==> src/rtl/serial_adder_if.sv <==
// Operand and result handshakes of the bit-serial adder.
// The producer/consumer side uses master; the adder uses slave.
interface serial_adder_if #(
    parameter int WIDTH = 8
);
    logic             in_valid;
    logic             in_ready;
    logic [WIDTH-1:0] a;
    logic [WIDTH-1:0] b;
    logic             cin;
    logic             out_valid;
    logic             out_ready;
    logic [WIDTH-1:0] sum;
    logic             cout;
    logic             busy;

    modport master (
        output in_valid, a, b, cin, out_ready,
        input  in_ready, out_valid, sum, cout, busy
    );

    modport slave (
        input  in_valid, a, b, cin, out_ready,
        output in_ready, out_valid, sum, cout, busy
    );
endinterface

==> src/rtl/serial_adder.sv <==
// Bit-serial WIDTH-bit adder: a single full-adder cell processes one bit pair
// per clock, LSB first, with the ripple carry held in a flip-flop.
module serial_adder #(
    parameter int WIDTH = 8
) (
    input logic           clk,
    input logic           rst_n,
    serial_adder_if.slave bus
);
    localparam int               CNT_W = (WIDTH > 1) ? $clog2(WIDTH) : 1;
    localparam logic [CNT_W-1:0] LAST  = CNT_W'(WIDTH - 1);

    typedef enum logic [1:0] {
        IDLE,
        RUN,
        DONE
    } state_t;

    state_t           state;
    state_t           state_next;
    logic [WIDTH-1:0] a_sr;
    logic [WIDTH-1:0] b_sr;
    logic [WIDTH-1:0] s_sr;
    logic [WIDTH-1:0] s_shift;
    logic [WIDTH-1:0] sum_q;
    logic [CNT_W-1:0] cnt;
    logic             carry;
    logic             cout_q;
    logic             fa_s;
    logic             fa_c;
    logic             in_ready_c;
    logic             out_valid_c;
    logic             busy_c;

    assign fa_s = a_sr[0] ^ b_sr[0] ^ carry;
    assign fa_c = (a_sr[0] & b_sr[0]) | (a_sr[0] & carry) | (b_sr[0] & carry);

    // New sum bit enters at the MSB; the concatenation keeps WIDTH=1 legal.
    assign s_shift = WIDTH'({fa_s, s_sr} >> 1);

    always_ff @(posedge clk) begin
        if (!rst_n) begin
            state <= IDLE;
        end else begin
            state <= state_next;
        end
    end

    always_comb begin
        state_next  = state;
        in_ready_c  = 1'b0;
        out_valid_c = 1'b0;
        busy_c      = 1'b0;
        case (state)
            IDLE: begin
                in_ready_c = 1'b1;
                if (bus.in_valid) begin
                    state_next = RUN;
                end
            end
            RUN: begin
                busy_c = 1'b1;
                if (cnt == LAST) begin
                    state_next = DONE;
                end
            end
            DONE: begin
                out_valid_c = 1'b1;
                if (bus.out_ready) begin
                    state_next = IDLE;
                end
            end
            default: state_next = IDLE;
        endcase
    end

    // Result registers only change on the final RUN edge, so they stay put
    // through backpressure and after returning to IDLE.
    always_ff @(posedge clk) begin
        if (!rst_n) begin
            a_sr   <= '0;
            b_sr   <= '0;
            s_sr   <= '0;
            carry  <= 1'b0;
            cnt    <= '0;
            sum_q  <= '0;
            cout_q <= 1'b0;
        end else begin
            case (state)
                IDLE: begin
                    if (bus.in_valid) begin
                        a_sr  <= bus.a;
                        b_sr  <= bus.b;
                        carry <= bus.cin;
                        cnt   <= '0;
                    end
                end
                RUN: begin
                    a_sr  <= a_sr >> 1;
                    b_sr  <= b_sr >> 1;
                    s_sr  <= s_shift;
                    carry <= fa_c;
                    if (cnt == LAST) begin
                        sum_q  <= s_shift;
                        cout_q <= fa_c;
                    end else begin
                        cnt <= cnt + CNT_W'(1);
                    end
                end
                default: ;
            endcase
        end
    end

    assign bus.in_ready  = in_ready_c;
    assign bus.out_valid = out_valid_c;
    assign bus.busy      = busy_c;
    assign bus.sum       = sum_q;
    assign bus.cout      = cout_q;
endmodule
==> src/flat_wrapper.sv <==
// flat-port wrapper written by rule: the top's interface ports become plain ports
module serial_adder_flat 
#(
    parameter int WIDTH = 8
)
  (clk, rst_n, bus_in_valid, bus_a, bus_b, bus_cin, bus_out_ready, bus_in_ready, bus_out_valid, bus_sum, bus_cout, bus_busy);
  serial_adder_if #(.WIDTH(WIDTH)) bus_i ();
  input logic clk;
  input logic rst_n;
  input wire logic [$bits(bus_i.in_valid)-1:0] bus_in_valid;
  input wire logic [$bits(bus_i.a)-1:0] bus_a;
  input wire logic [$bits(bus_i.b)-1:0] bus_b;
  input wire logic [$bits(bus_i.cin)-1:0] bus_cin;
  input wire logic [$bits(bus_i.out_ready)-1:0] bus_out_ready;
  output wire logic [$bits(bus_i.in_ready)-1:0] bus_in_ready;
  output wire logic [$bits(bus_i.out_valid)-1:0] bus_out_valid;
  output wire logic [$bits(bus_i.sum)-1:0] bus_sum;
  output wire logic [$bits(bus_i.cout)-1:0] bus_cout;
  output wire logic [$bits(bus_i.busy)-1:0] bus_busy;
  assign bus_i.in_valid = bus_in_valid;
  assign bus_i.a = bus_a;
  assign bus_i.b = bus_b;
  assign bus_i.cin = bus_cin;
  assign bus_i.out_ready = bus_out_ready;
  assign bus_in_ready = bus_i.in_ready;
  assign bus_out_valid = bus_i.out_valid;
  assign bus_sum = bus_i.sum;
  assign bus_cout = bus_i.cout;
  assign bus_busy = bus_i.busy;
  serial_adder #(.WIDTH(WIDTH)) u_core (.clk(clk), .rst_n(rst_n), .bus(bus_i));
endmodule
==> config.mk <==
export PLATFORM = sky130hd
export DESIGN_NAME = serial_adder_flat
export DESIGN_NICKNAME = d
export VERILOG_FILES = /design/src/rtl/serial_adder_if.sv /design/src/rtl/serial_adder.sv /design/src/flat_wrapper.sv
export SDC_FILE = /design/constraint.sdc
export NUM_CORES = 1
export LEC_CHECK = 0
export BUFFER_PORTS_ARGS = -buffer_cell sky130_fd_sc_hd__clkbuf_2
export CORE_ASPECT_RATIO = 1.2
export CORE_UTILIZATION = 45
export DETAILED_ROUTE_END_ITERATION = 8
export PLACE_DENSITY = 0.67
export SETUP_SLACK_MARGIN = 0.3
export SYNTH_ARGS = -nofsm -noshare
export SYNTH_HDL_FRONTEND = slang
export SYNTH_SLANG_ARGS = --single-unit
==> constraint.sdc <==
create_clock -name clk -period 3.4 [get_ports clk]
set_clock_uncertainty 0.05 [all_clocks]
set_input_delay 0.17 -clock clk [delete_from_list [all_inputs] [get_ports clk]]
set_output_delay 0.17 -clock clk [all_outputs]
set_load 0.005 [all_outputs]
# After elaboration in Yosys (flattened, before gate mapping)
# Cells that the tools add are included.
[op_classes]
reduce_logical = 6
mux = 16
n_bitwise = 7
n_eq_ne = 7
add_sub_neg = 1
[op_table]
columns = ["operator", "count"]
rows = [
  ["$pmux 8 s2", 2],
  ["$mux 8", 2],
  ["$mux 2", 3],
  ["$mux 3", 2],
  ["$ne 2x2->1 const B", 3],
  ["$pmux 2 s3", 1],
  ["$pmux 3 s2", 1],
  ["$reduce_and 3->1", 2],
  ["$mux 1", 4],
  ["$reduce_and 2->1", 2],
  ["$add 3x1->3 const B", 1],
  ["$and 1x1->1", 3],
  ["$eq 3x3->1 const B", 1],
  ["$eq 2x1->1 const B", 1],
  ["$eq 2x2->1 const B", 1],
  ["$logic_not 2->1", 1],
  ["$ne 2x1->1 const B", 1],
  ["$or 1x1->1", 2],
  ["$pmux 1 s2", 1],
  ["$reduce_bool 2->1", 1],
  ["$xor 1x1->1", 2],
]
[word_totals]
output_inout_bits = 12
ff_bits = 39
input_bits = 21

# Depth between registers and ports, before layout
[depth]
word_depth = 4
depth_mapped = 6
mapped_depth_nobuf = 5

# Worst setup path after synthesis
# Ideal clock, no wire load.
[synth_path]
path_type = "reg-to-reg"
startpoint = "register u_core.cnt[0]"
endpoint = "register u_core.cout_q, in the netlist u_core.bus.cout"
n_path_buf = 1
arrival_ns = 1.217
setup_slack_ns = 2.006
synth_period_minus_slack_ns = 1.394
stages_incl_launch_ff = 7
cell_sequence = "dfxtp_1 -> ha_1 -> ha_1 -> clkbuf_1 -> nand3b_2 -> mux2i_1 -> nor2_1"
[synth_via]
elab_chain_len = 2
[synth_rtl]
columns = ["item", "line_no", "source"]
rows = [
  ["start: declaration", "serial_adder.sv:26", "logic [CNT_W-1:0] cnt;"],
  ["start signal: assignment", "serial_adder.sv:107", "cnt <= cnt + CNT_W'(1);"],
  ["$eq 3x3->1", "serial_adder.sv:103", "if (cnt == LAST) begin"],
  ["$reduce_and 2->1 (no source line)", "-", ""],
  ["end signal: assignment", "serial_adder.sv:87", "cout_q <= 1'b0;"],
  ["end signal: assignment", "serial_adder.sv:105", "cout_q <= fa_c;"],
  ["end: declaration", "serial_adder.sv:28", "logic cout_q;"],
]
# No other way between the ends.
# A chain may end at the register's enable or synchronous reset.

# Final worst setup path
[layout_path]
startpoint = "register u_core.state[0]"
endpoint = "output bus_busy"
[layout_via]
elab_chain_len = 2
[layout_rtl]
columns = ["item", "line_no", "source"]
rows = [
  ["start: declaration", "serial_adder.sv:19", "state_t state;"],
  ["start signal: assignment", "serial_adder.sv:45", "state <= state_next;"],
  ["$eq 2x1->1", "serial_adder.sv:54", "case (state)"],
  ["$mux 1", "serial_adder.sv:54", ""],
  ["end: declaration", "flat_wrapper.sv:19", "output wire logic [$bits(bus_i.busy)-1:0] bus_busy;"],
]
# No other way between the ends.

==> results by group <==
STA
  • Fmax: 532 MHz
  • Slew Limit Fails: 0
  • Hold Vio Cnt, Final: 0
  • Setup TNS: 0 ns
  • Slew headroom: 25.3%
  • WHS: 0.105 ns
  • Final period utilization: 55.3%
  • Final setup viols: 0
  • Worst-margin pin slew: 1.12 ns
  • Fin crit period: approximately 1.9 ns
  • RSZ-0062 raised after global routing: no

Final layout
  • Ant. Diodes: 0
  • NumNets Final: 230
  • Most frequent cells in the layout: dfxtp_1 (38), clkbuf_2 (32), nand2_1 (25)
  • Fraction of layout cells with a size suffix above 1: about a fifth
  • Leading cell type in the layout, fill and taps excluded: dfxtp_1
  • Area Overhead vs Synth: 11.4%
  • # fillers: 330

Die
  • Rows: 23
  • CORE AREA: about 3400 sq um
  • IO Count: 33
  • Die width: 57.1 um
  • Chip Height: 68.1 um
  • Initial core utilization: 48.3%
  • Total die area: 3890 sq um

Setup path
  • Required @ worst endpoint: about 3.2 ns
  • CP Launch Point: u_core.state[0]
  • Highest-delay cell along the critical path: buf_4
  • Cells on worst reg2reg path: 5
  • CP arrival: 1.66 ns
  • WS Path Type: reg2out
  • Cell Chain, Critical Path: buf_4, nand2b_1, inv_2, clkbuf_2
  • Worst setup SP type: flop
  • Crit Path Max Fanout: 31
  • Slowest stage delay, CP: 0.35 ns
  • CP endpoint kind: output pin
  • Worst R2R Start: u_core.cnt[0]

Global routing
  • Vias in the first global route: ~1200
  • Grt ovf: 0
  • Initial antenna violation count: 0
  • First-pass GRT wire length: roughly 5400 um
  • Total GRT Usage: 18.1%
  • Largest net degree at the start of global routing: 39

Synthesis
  • Post-synthesis register bit count: 38
  • Syn Inst Count: 181
  • Syn Area/Cell: 9.06 sq um
  • Post-Syn Nets: 205
  • Synth Cell Area: 1640 sq um
  • Synth warn: 0
  • Register area share after synthesis: a little under half
  • Distinct cells, synth: 27
  • EDFF count, synth: 0
  • Top_reg_cell synth: dfxtp_1
  • Async S/R FF share, synth: 0%

Power
  • Total power: 0.856 mW
  • Leak: 0.749 nW
  • Pwr Density: 468 nW/um^2
  • Worst vdd ir: 0.000281 V
  • Switching pwr: 0.212 mW
  • Power Internal: 0.644 mW
  • Clk network pwr share: 33.5%
  • Sw frac: 24.7%
  • Combinational group share of total power: 10.5%
  • Seq pwr share: a little under three fifths

CTS
  • Hold_buf cts: 0
  • Post-CTS sizing: 0
  • Cts bufs inserted: 5
  • Clk_lat worst skew: 0.29 ns
  • Post-CTS Setup Bufs: 0
  • CTS tree: done
  • H-tree levels: 2
  • Clk root buf: clkbuf_8
  • Maximum root-to-sink buffer count: 2
  • TritonCTS Sinks: 38
  • Reg clk slew, reported paths: roughly 0.07 ns

Detailed routing
  • Detailed Routing Iterations Pass 1: 6
  • Via density: between 5 and 6
  • # DRC: 6
  • Drt initial violations: 58
  • Via Count: between 1000 and 1500
  • Routed len/inst: 12.2 um
  • Routed WL: 2970 um
  • Post-DRT Antenna Nets: 0

Status
  • Failing checks: DRC
  • Status: complete, but fails checks

Placement
  • DP HPWL: 2090 um
  • Number of port buffers: 32
  • Placer's final routability congestion estimate: 0.737

Job
  • Max-Cap Viols: 0

Worst hold path
  • Hold Crit Depth: 3
  • Min-delay src: bus_a[7]
  • Worst min path class: in2reg
metal layers:
layer / GRT usage, % / routed length [um] / up-vias
met3: 5.29 / 140 / 7
li1: - / - / 686
met1: 20.5 / 1300 / 574
met4: 8.23 / 54 / 0
met5: 0 / 0 / -
met2: 31.6 / 1470 / 28
power by group through the flow:
stage / clock [mW] / sequential [mW] / combinational, mW
floorplan: 0 / 0.486 / 0.0768
global placement: 0 / 0.488 / 0.0879
detailed placement: 0 / 0.490 / 0.0908
CTS: 0.296 / 0.479 / 0.0913
global route: 0.313 / 0.481 / 0.105
finish: 0.287 / 0.479 / 0.0899
cells in the mapped netlist (all sizes together), types with 2 or more instances:
cell | count | area, sq um
nand2b | 2 | 12.5
nand2 | 25 | 93.8
nand3 | 12 | 60.1
nand4bb | 2 | 22.5
mux2i | 17 | 170
nor2 | 19 | 71.3
a21oi | 19 | 95.1
ha | 2 | 25.0
o21ai | 2 | 10.0
a31oi | 3 | 18.8
clkbuf | 3 | 11.3
dfxtp | 38 | 761
inv | 3 | 11.3
a211oi | 15 | 113
buf | 12 | 95.1
critical path: cells and delay by family (launching register included):
| family | cells | cell delay (ns) |
|---|---|---|
| and+or+nand+nor | 1 | 0.28 |
| buffers and inverters | 3 | 0.79 |
| DFF | 1 | 0.31 |
state kept, by name, summed over array words and instances (netlist names):
name	flops
u_core.a_sr	8
u_core.s_sr	7
u_core.bus.sum	8
u_core.carry	1
u_core.cnt	3
u_core.bus.cout	1
u_core.state	2
u_core.b_sr	8
worst paths after layout:
check                       to  slack, ns
min reg2reg  u_core.bus.sum[6]       0.40
max                   bus_busy       1.52
max reg2reg    u_core.bus.cout       1.58
min             u_core.a_sr[7]       0.11
per-stage QoR:
| stage | setup WS, ns | cells | cell area, sq um | util [%] |
|---|---|---|---|---|
| global route | 1.34 | 243 | 1830 | 53.8 |
| finish | 1.52 | 243 | 1830 | 53.8 |
| floorplan | 2.01 | 181 | 1640 | - |
| CTS | 1.49 | 243 | 1830 | 53.8 |
| detailed placement | 1.61 | 236 | 1750 | 51.5 |
| global placement | 1.71 | 236 | 1750 | 51.5 |
layout make-up:
class / count / area [sq um] / share of cell area (%)
multi-input cells: 125 / 762 / 41.7
flip-flops and latches: 38 / 761 / 41.6
repair buffers: 33 / 168 / 9.18
clock buffers: 5 / 68.8 / 3.77
well taps: 37 / 46.3 / 2.53
inverters: 3 / 11.3 / 0.616
clock inverters: 2 / 10.0 / 0.548
logic make-up after synthesis:
group	synth area share, %
compound gates	15.5
fa+ha+maj	2.75
buf+inv	7.17
flops	46.4
mux	10.4
simple gates	17.8
No activity file was read; power rests on OpenSTA's default activity.
